`config.mk`:
```
export PLATFORM = sky130hd
export DESIGN_NAME = mux_scan_ctrl
export DESIGN_NICKNAME = d
export VERILOG_FILES = /design/src/rtl/mux_scan_ctrl.sv
export SDC_FILE = /design/constraint.sdc
export NUM_CORES = 1
export LEC_CHECK = 0
export ABC_AREA = 1
export CAP_MARGIN = 20
export CORE_MARGIN = 1.5
export CORE_UTILIZATION = 35
export DETAILED_ROUTE_END_ITERATION = 12
export DONT_BUFFER_PORTS = 1
export PLACE_DENSITY_LB_ADDON = 0.15
export SYNTH_ARGS = -nofsm -noshare
export SYNTH_HDL_FRONTEND = slang
export SYNTH_SLANG_ARGS = --single-unit
```
`constraint.sdc`:
```
create_clock -name clk -period 2 [get_ports clk]
set_input_delay 0.3 -clock clk [delete_from_list [all_inputs] [get_ports clk]]
set_output_delay 0.3 -clock clk [all_outputs]
set_load 0.005 [all_outputs]
```
`src/rtl/mux_scan_ctrl.sv`:
```
// Scan controller for a downstream 4:1 mux: steps the select code a->d, holds each
// select for HOLD_CYCLES clocks, captures one bit per select and offers the 4-bit word.
module mux_scan_ctrl #(
    parameter int HOLD_CYCLES = 1
) (
    input  logic       clk,
    input  logic       reset_n,
    input  logic       start,
    input  logic       mux_out,
    input  logic       ready,
    output logic [1:0] sel,
    output logic       busy,
    output logic [3:0] word,
    output logic       valid,
    output logic [1:0] fsm_state
);

    typedef enum logic [1:0] {
        IDLE = 2'b00,
        SCAN = 2'b01,
        OUT  = 2'b10
    } state_t;

    localparam logic [3:0] LAST = 4'(HOLD_CYCLES - 1);

    state_t     state, state_n;
    logic [3:0] cnt, cnt_n;
    logic [1:0] sel_n;
    logic       busy_n;
    logic       valid_n;
    logic [3:0] word_n;

    always_ff @(posedge clk or negedge reset_n) begin
        if (!reset_n) begin
            state <= IDLE;
            cnt   <= 4'd0;
            sel   <= 2'b00;
            busy  <= 1'b0;
            valid <= 1'b0;
            word  <= 4'b0000;
        end else begin
            state <= state_n;
            cnt   <= cnt_n;
            sel   <= sel_n;
            busy  <= busy_n;
            valid <= valid_n;
            word  <= word_n;
        end
    end

    // Output handshake: word is offered while valid is high and is consumed at the
    // rising edge where valid && ready; until then word and valid stay frozen and
    // start is ignored. A start at the consuming edge launches the next scan directly.
    always_comb begin
        state_n = state;
        cnt_n   = cnt;
        sel_n   = sel;
        busy_n  = busy;
        valid_n = valid;
        word_n  = word;
        case (state)
            IDLE: begin
                sel_n   = 2'b00;
                cnt_n   = 4'd0;
                busy_n  = 1'b0;
                valid_n = 1'b0;
                if (start) begin
                    state_n = SCAN;
                    busy_n  = 1'b1;
                end
            end
            SCAN: begin
                if (cnt < LAST) begin
                    cnt_n = cnt + 4'd1;
                end else begin
                    cnt_n       = 4'd0;
                    word_n[sel] = mux_out;
                    if (sel != 2'b11) begin
                        sel_n = sel + 2'b01;
                    end else begin
                        state_n = OUT;
                        sel_n   = 2'b00;
                        busy_n  = 1'b0;
                        valid_n = 1'b1;
                    end
                end
            end
            OUT: begin
                if (ready) begin
                    valid_n = 1'b0;
                    sel_n   = 2'b00;
                    cnt_n   = 4'd0;
                    if (start) begin
                        state_n = SCAN;
                        busy_n  = 1'b1;
                    end else begin
                        state_n = IDLE;
                    end
                end
            end
            default: begin
                state_n = IDLE;
                cnt_n   = 4'd0;
                sel_n   = 2'b00;
                busy_n  = 1'b0;
                valid_n = 1'b0;
            end
        endcase
    end

    assign fsm_state = state;

endmodule

```
== Word-level counts from Yosys, hierarchy flattened ==
Index checks and enable logic that the tools add are counted.
Storage, ports and cells
  input bits: 5
  output and inout port bits: 10
  bits in registers: 14
  word-level logic and storage cells: 53
Cells by class
  magnitude comparators: 3
  equality and inequality tests: 8
  add/sub/neg operators: 2
  bitwise logic cells: 1
  reductions and logical operators: 7
  mux-type cells: 26
Operators by type and width (number)
  2-to-1 mux 2 bit: 7
  inequality test 2 bit (second input constant): 6
  2-to-1 mux 1 bit: 10
  2-to-1 mux 4 bit: 2
  case mux 4 bit (2 select lines): 1
  AND reduction 4 bit: 2
  case mux 2 bit (3 select lines): 1
  adder 4 x 1 -> 4 bit (second input constant): 1
  bitwise mux 4 bit: 1
  less-than comparator 4 x 1 -> 1 bit (second input constant): 1
  case mux 2 bit (2 select lines): 1
  AND reduction 2 bit: 2
  less-than comparator 2 x 3 -> 1 bit (second input constant): 1
  case mux 1 bit (3 select lines): 1
  AND reduction 3 bit: 1
  adder 2 x 1 -> 2 bit (second input constant): 1
  demux 1 bit (select 2 bit): 1
  == test 2 x 1 -> 1 bit (second input constant): 1
  == test 2 bit (second input constant): 1
  >= comparator 2 x 1 -> 1 bit (second input constant): 1
  logical NOT 2 bit: 1
  case mux 1 bit (2 select lines): 1
  logical AND 1 bit: 1
  NOT 1 bit: 1

== Depth between registers and ports, before layout ==
Gate-level depths: netlist of the first run.
  word-level depth: 5
  mapped depth: 6
  depth with buffers taken out: 6

== Worst setup path before layout of the first run ==
No wires, ideal clock.
  kind: reg-to-reg
  from: reg sel[0]
  to: reg busy
  period minus slack after synthesis: 0.999 ns
  slack: 1.001 ns
  arrival time: 0.934 ns
  setup time: 0.066 ns
  stages on the path, launching flop included: 7
  path buffers: 0
  required time: 1.934 ns
  path through: dfrtp_1 ha_1 inv_1 nand3_2 nand3_1 nand2_1 nand2_1
On the way
  longest elaborated chain between the ends: 3
Ends and longest elaborated chain
  start, declared: RTL line 11  | output logic [1:0] sel,
  start signal, assigned: RTL line 44  | sel <= sel_n;
  inequality test 2 bit: RTL line 78  | if (sel != 2'b11) begin
  inequality test 2 bit (no line)
  AND reduction 4 bit (no line)
  end signal, assigned: RTL line 45  | busy <= busy_n;
  end, declared: RTL line 12  | output logic busy,
Every way passes these cells.
A chain may end at the register's enable or synchronous reset.

== Worst setup path in the final report of the first run ==
  from: reg state[1], in the netlist fsm_state[1]
  to: out fsm_state[1]
RTL lines
  start, declared: RTL line 26  | state_t state, state_n;
  start signal, assigned: RTL line 42  | state <= state_n;
  end, declared: RTL line 15  | output logic [1:0] fsm_state
No word-level cell between the ends.

==> results_dict.tcl, run 1 <==
set metrics [dict create \
    status "finished, final reports clean" \
    syn-num-nets 59 \
    hp-class "in2reg" \
    clkSlewWorstSetupHoldPaths_ps 70 \
    fin_nets 65 \
    critPathMaxFanout 5 \
    met2_usage_pct 16.9 \
    drive_above_1_share_pct 18.2 \
    core-area_mm2 0.00128 \
    htreeDepth 1 \
    startpoint "fsm_state[1]" \
    route.detailed.drc 0 \
    floorplan.rows 13 \
    finalPower_uw 850 \
    synth_seq_cells 10 \
    cts.path.max_buffers 2 \
    routed-via-count 317 \
    seq_area_frac_synth_pct 52.1 \
    stdcell_count 70 \
    route.antenna.remaining_nets 0 \
    power.density_mw_per_mm2 1560 \
    min_period_over_period_pct 54.4 \
    avgRoutedWirePerCell_um 12.0 \
    clock_latency_ps 260 \
    r2r_slack_ps 930 \
    ctsResizeCount 0 \
    grt_pass1_wl_mm 1.39 \
    die_h_um 40.1 \
    start_util_pct 37.4 \
    holdBufCountCts 1 \
    globalRouteOverflowTotal 0 \
    area_growth_pct 13.5 \
    fin_crit_ps 1090 \
    cp-end-kind "output port" \
    dr.first_iter.drc_count 7 \
    num_io_pins 15 \
    finalSetupTns_ps 0 \
    grt_pass1_vias 316 \
    hold_violations 0 \
    syn_area_um2 480 \
    portBuffers 0 \
    timing.rr.start "sel[0]" \
    timing.fmax_ghz 0.919 \
    fin_area_um2 546 \
    dp.final_hpwl_um 646 \
    arrival_ps 790 \
    grt_use_met1_pct 18.4 \
    skew_ps 3.87 \
    slew_headroom_pct 67.6 \
    wirelength_um 842 \
    place.gp.congestion 0.661 \
    slew_viol_final 0 \
    clock-sinks 10 \
    antenna_found_initial 0 \
    cp-start-kind "flop" \
    ir_worst_vdd_mv 0.489 \
    holdCritStartpoint "start" \
    cts_setup_buffers 0 \
    drv_cap 0 \
    top_usage_layer "met1" \
    met3_usage_pct 6.11 \
    numCtsBuffers 3 \
    avgSynthCellArea_um2 9.61 \
    rsz0062_at_grt "false" \
    p_leak_uw 0.000305 \
    setup_viol 0 \
    grtUsageTotal_pct 14.2 \
    postSynthCellCount 50 \
    antennaDiodeCount 0 \
    grt_max_degree 11 \
    viasPerCell 4.53 \
    required_ps 1700 \
    ys_warn_count 0 \
    placed_cell_area_um2 499 \
    worst_pin_slew_ps 484 \
    drt_pass1_iterations 2 \
    dpl.cell_count 65 \
    ys_types 11 \
    crit_type "reg2out" \
    cts_tree "yes" \
    cts_root_buf "clkbuf_4" \
    dieArea_mm2 0.00160 \
    die_width_um 40.1 \
]
==> cell usage after synthesis (all sizes together) <==
master,instances,area [um^2]
dfrtp,10,250
ha,4,50.1
inv,7,26.3
nand2,16,62.6
nand3,5,30.0
nand3b,1,20.0
nor2,1,11.3
o21ai,6,30.0
==> cell type report <==
cell class	count	area (um^2)
Multi-Input combinational cell	33	204
Sequential cell	10	250
Fill cell	127	739
Timing Repair Buffer	1	10.0
Clock buffer	4	36.3
Inverter	7	26.3
Tap cell	15	18.8
==> final timing paths <==
path | depth (start not counted) | to
worst max-delay path | 0 | fsm_state[1]
worst min-delay path | 2 | fsm_state[0]
worst max register to register | 6 | busy
worst min register to register | 2 | busy
max in group asynchronous | 1 | word[1]
min in group asynchronous | 1 | word[3]
==> flip-flops by register name (all words and copies together) (netlist names) <==
signal / count
sel: 2
busy: 1
fsm_state: 2
word: 4
valid: 1
==> per-stage QoR <==
step	hold WS (ps)	worst slack (ps)	utilization, %
2_1_floorplan	4.41	1000	-
3_3_place_gp	4.64	928	38.9
3_5_place_dp	4.69	936	38.9
4_1_cts	207	896	42.5
5_1_grt	200	820	42.5
6_report	222	912	42.5
==> routing by layer <==
| layer | vias up | share of wire (%) |
|---|---|---|
| li1 | 168 | - |
| met1 | 140 | 50 |
| met2 | 7 | 42 |
| met3 | 2 | 6.1 |
| met4 | 0 | 0.95 |
| met5 | - | 0 |
==> cells by family after synthesis <==
logic type,share of synthesized area (%)
flip-flops,52.1
adder cells (fa/ha/maj),10.4
AND/OR/NAND/NOR,25.8
AO/OA/AOI/OAI,6.25
buffers and inverters,5.47
==> where the power goes <==
part	internal [uW]	total, uW	switching (uW)
sequential	297	391	93.6
combinational	109	278	169
clock	110	181	70.9
==> cell usage in the layout, fill, tap and decap left out, drive strengths merged <==
| master | synthesis | routed |
|---|---|---|
| o21ai | 6 | 6 |
| inv | 7 | 7 |
| nand3 | 5 | 5 |
| nor2 | 1 | 1 |
| nand2 | 16 | 16 |
| nand3b | 1 | 1 |
| ha | 4 | 4 |
| dfrtp | 10 | 10 |
| dlygate4sd3 | 0 | 1 |
| clkbuf | 0 | 4 |
Note: power is estimated with default switching activity, not from simulation.
==> run 2: changes to the inputs <==
--- a/config.mk
+++ b/config.mk
@@ -5,7 +5,7 @@
 export SDC_FILE = /design/constraint.sdc
 export NUM_CORES = 1
 export LEC_CHECK = 0
-export ABC_AREA = 1
+export ABC_AREA = 0
 export CAP_MARGIN = 20
 export CORE_MARGIN = 1.5
 export CORE_UTILIZATION = 35
==> constraint.sdc (replaced) <==
create_clock -name clk -period 1.1 [get_ports clk]
set_input_delay 0.165 -clock clk [delete_from_list [all_inputs] [get_ports clk]]
set_output_delay 0.165 -clock clk [all_outputs]
set_load 0.005 [all_outputs]
==> results_dict.tcl, run 2 <==
set metrics [dict create \
    antenna_found_initial 0 \
    cp-end-kind "flop" \
    crit_type "reg2reg" \
    synth_top_cell_by_area "dfrtp_1" \
    worstPathCellList "inv_4 -> ha_4 -> nand3b_1 -> mux2_4" \
    cpPeakStageDelay_ps 480 \
    slowest_stage "dfrtp_2" \
    skew_ps 1.71 \
    worst_pin_slew_ps 472 \
    failed_checks "negative setup slack" \
    fin_ws_ps -131 \
    seq_area_frac_synth_pct 47.2 \
    floorplan.rows 13 \
    r2r_slack_ps -130 \
    clock-sinks 10 \
    drt_pass1_iterations 2 \
    synth_commonest_cells "dfrtp_1, ha_1" \
    synth_seq_cells 10 \
    critPathMaxFanout 5 \
    fin_crit_ps 1230 \
    synth.area.top_cells "dfrtp_1, ha_1, mux2_1" \
    route.detailed.drc 0 \
    dieArea_mm2 0.00176 \
    routed-via-count 379 \
    numCtsBuffers 3 \
    p_comb_share_pct 47.8 \
    crit_end "word[1]" \
    pwr-share-seq_pct 39.6 \
    cts.path.max_buffers 2 \
    start_util_pct 39.3 \
    final_core_util_pct 55.6 \
    placed_cell_area_um2 609 \
    synth_top_area_share_pct 47.2 \
    die_width_um 41.9 \
    route.antenna.remaining_nets 0 \
    clkSlewWorstSetupHoldPaths_ps 60 \
    grtUsageTotal_pct 14.4 \
    clkPwrFrac_pct 12.6 \
    dr.first_iter.drc_count 6 \
    hold_violations 0 \
    area_growth_pct 41.5 \
    finalSetupTns_ps -756 \
    cp-start-kind "flop" \
    final_cell_mix "buf_4, dfrtp_1, mux2_4, ha_4, dfrtp_2" \
    p_leak_uw 0.000341 \
    hp-class "in2reg" \
    ys_warn_count 0 \
    portBuffers 0 \
    core-area_mm2 0.00135 \
    grt_pass1_wl_mm 1.83 \
    top_register "word" \
    status "finished, violations left" \
    ir_worst_vdd_mv 1.12 \
    yosysMostFrequentCell "dfrtp_1" \
    intPower_uw 1260 \
    viasPerCell 5.41 \
    avgSynthCellArea_um2 12.9 \
    startpoint "sel[1]" \
    p_sw_share_pct 36.8 \
    pre_cts_slack_ps -134 \
    synth-edff-count 0 \
    globalRouteOverflowTotal 0 \
    required_ps 1250 \
    drive_above_1_share_pct 61.8 \
    syn_area_um2 531 \
    timing.fmax_ghz 0.812 \
    fin_nets 66 \
    cts_tree "yes" \
    antennaDiodeCount 0 \
    slew_viol_final 0 \
    whs_ps 42.8 \
    ys_types 20 \
    r2r-end "word[1]" \
    rsz0062_at_grt "true" \
    num_io_pins 15 \
    clock_latency_ps 260 \
    drv_cap 0 \
    crit_buf_inv 1 \
    dp.final_hpwl_um 778 \
    setup_viol 9 \
    cts_root_buf "clkbuf_4" \
    arrival_ps 1380 \
    switchingPower_uw 735 \
    timing.rr.start "sel[1]" \
    htreeDepth 1 \
    critPathTopFamily "flip-flops" \
    avgRoutedWirePerCell_um 17.0 \
    worstSetupPathDepth 4 \
    grt_pass1_vias 392 \
    die_h_um 41.9 \
    synthFlopType "dfrtp_1" \
    rr_worst_depth 4 \
    fillCellCount 121 \
    syn-num-nets 50 \
    postSynthCellCount 41 \
    place.gp.congestion 0.756 \
    mostFrequentLayoutCell "buf_4" \
    fin_area_um2 751 \
    power.density_mw_per_mm2 2660 \
    min_period_over_period_pct 112 \
    slew_headroom_pct 68.4 \
    wirelength_mm 1.19 \
    grt_max_degree 12 \
    async_reset_ff_share_pct 100 \
    largest_register_ffs 4 \
]
-- run 2: cell count changes after synthesis, moves of 3 or more --
cell,delta
mux2_1,+3
o21ai_1,-6
nand3b_1,+3
nand2_1,-15
nand2b_1,+3
nand3_1,-4
-- run 2: final cells by class --
| type | count | area (um^2) | area share, % |
|---|---|---|---|
| clock buffers | 3 | 22.5 | 3.00 |
| repair buffers | 13 | 109 | 14.5 |
| flip-flops and latches | 10 | 255 | 34.0 |
| multi-input cells | 26 | 329 | 43.8 |
| inverters | 3 | 16.3 | 2.17 |
| well taps | 15 | 18.8 | 2.50 |
-- run 2: per-layer routing --
layer  up-vias  part of all wire, %  track usage [%]
met2        12                   51             22.5
met5         -                    0                0
met3         4                  4.5             3.04
li1        178                    -                -
met1       185                   42             16.7
met4         0                  2.1             11.6
-- run 2: how the worst min path moves through the flow --
stage / slack, ps / start / cells past startpoint / endpoint
finish: 40 / mux_out / 1 / word[0]
global placement: -130 / reset_n / 0 / busy
global route: 30 / mux_out / 1 / word[0]
floorplan: -130 / reset_n / 0 / busy
CTS: 40 / mux_out / 1 / word[0]
detailed placement: -130 / reset_n / 0 / busy
-- run 2: metrics by stage --
step / cells / power (uW)
after global placement: 62 / 1440
after CTS: 69 / 1830
after detailed placement: 62 / 1480
after floorplan: 41 / 1240
after global routing: 70 / 2140
final: 70 / 2000
-- run 2: cells by family after synthesis --
family	share of synthesized area, %
fa+ha+maj	9.43
compound gates	8.96
flops	47.2
mux	9.20
buf+inv	5.66
simple gates	19.6
-- run 2: repair_timing --
| item | 4_1_cts | 5_1_grt |
|---|---|---|
| hold buffers | 1 | 0 |
| pin swaps | 1 | 4 |
| setup buffers | 3 | 1 |
| setup endpoints to repair | 12 | 12 |
| hold endpoints to repair | 10 | 0 |
| gates resized for setup | 7 | 13 |
-- run 2: power groups by stage --
stage / logic (uW) / clock network (uW) / registers [uW]
after floorplan: 569 / 0 / 670
after global placement: 700 / 0 / 740
after detailed placement: 727 / 0 / 751
after CTS: 808 / 259 / 762
after global routing: 1050 / 276 / 817
final: 956 / 252 / 791
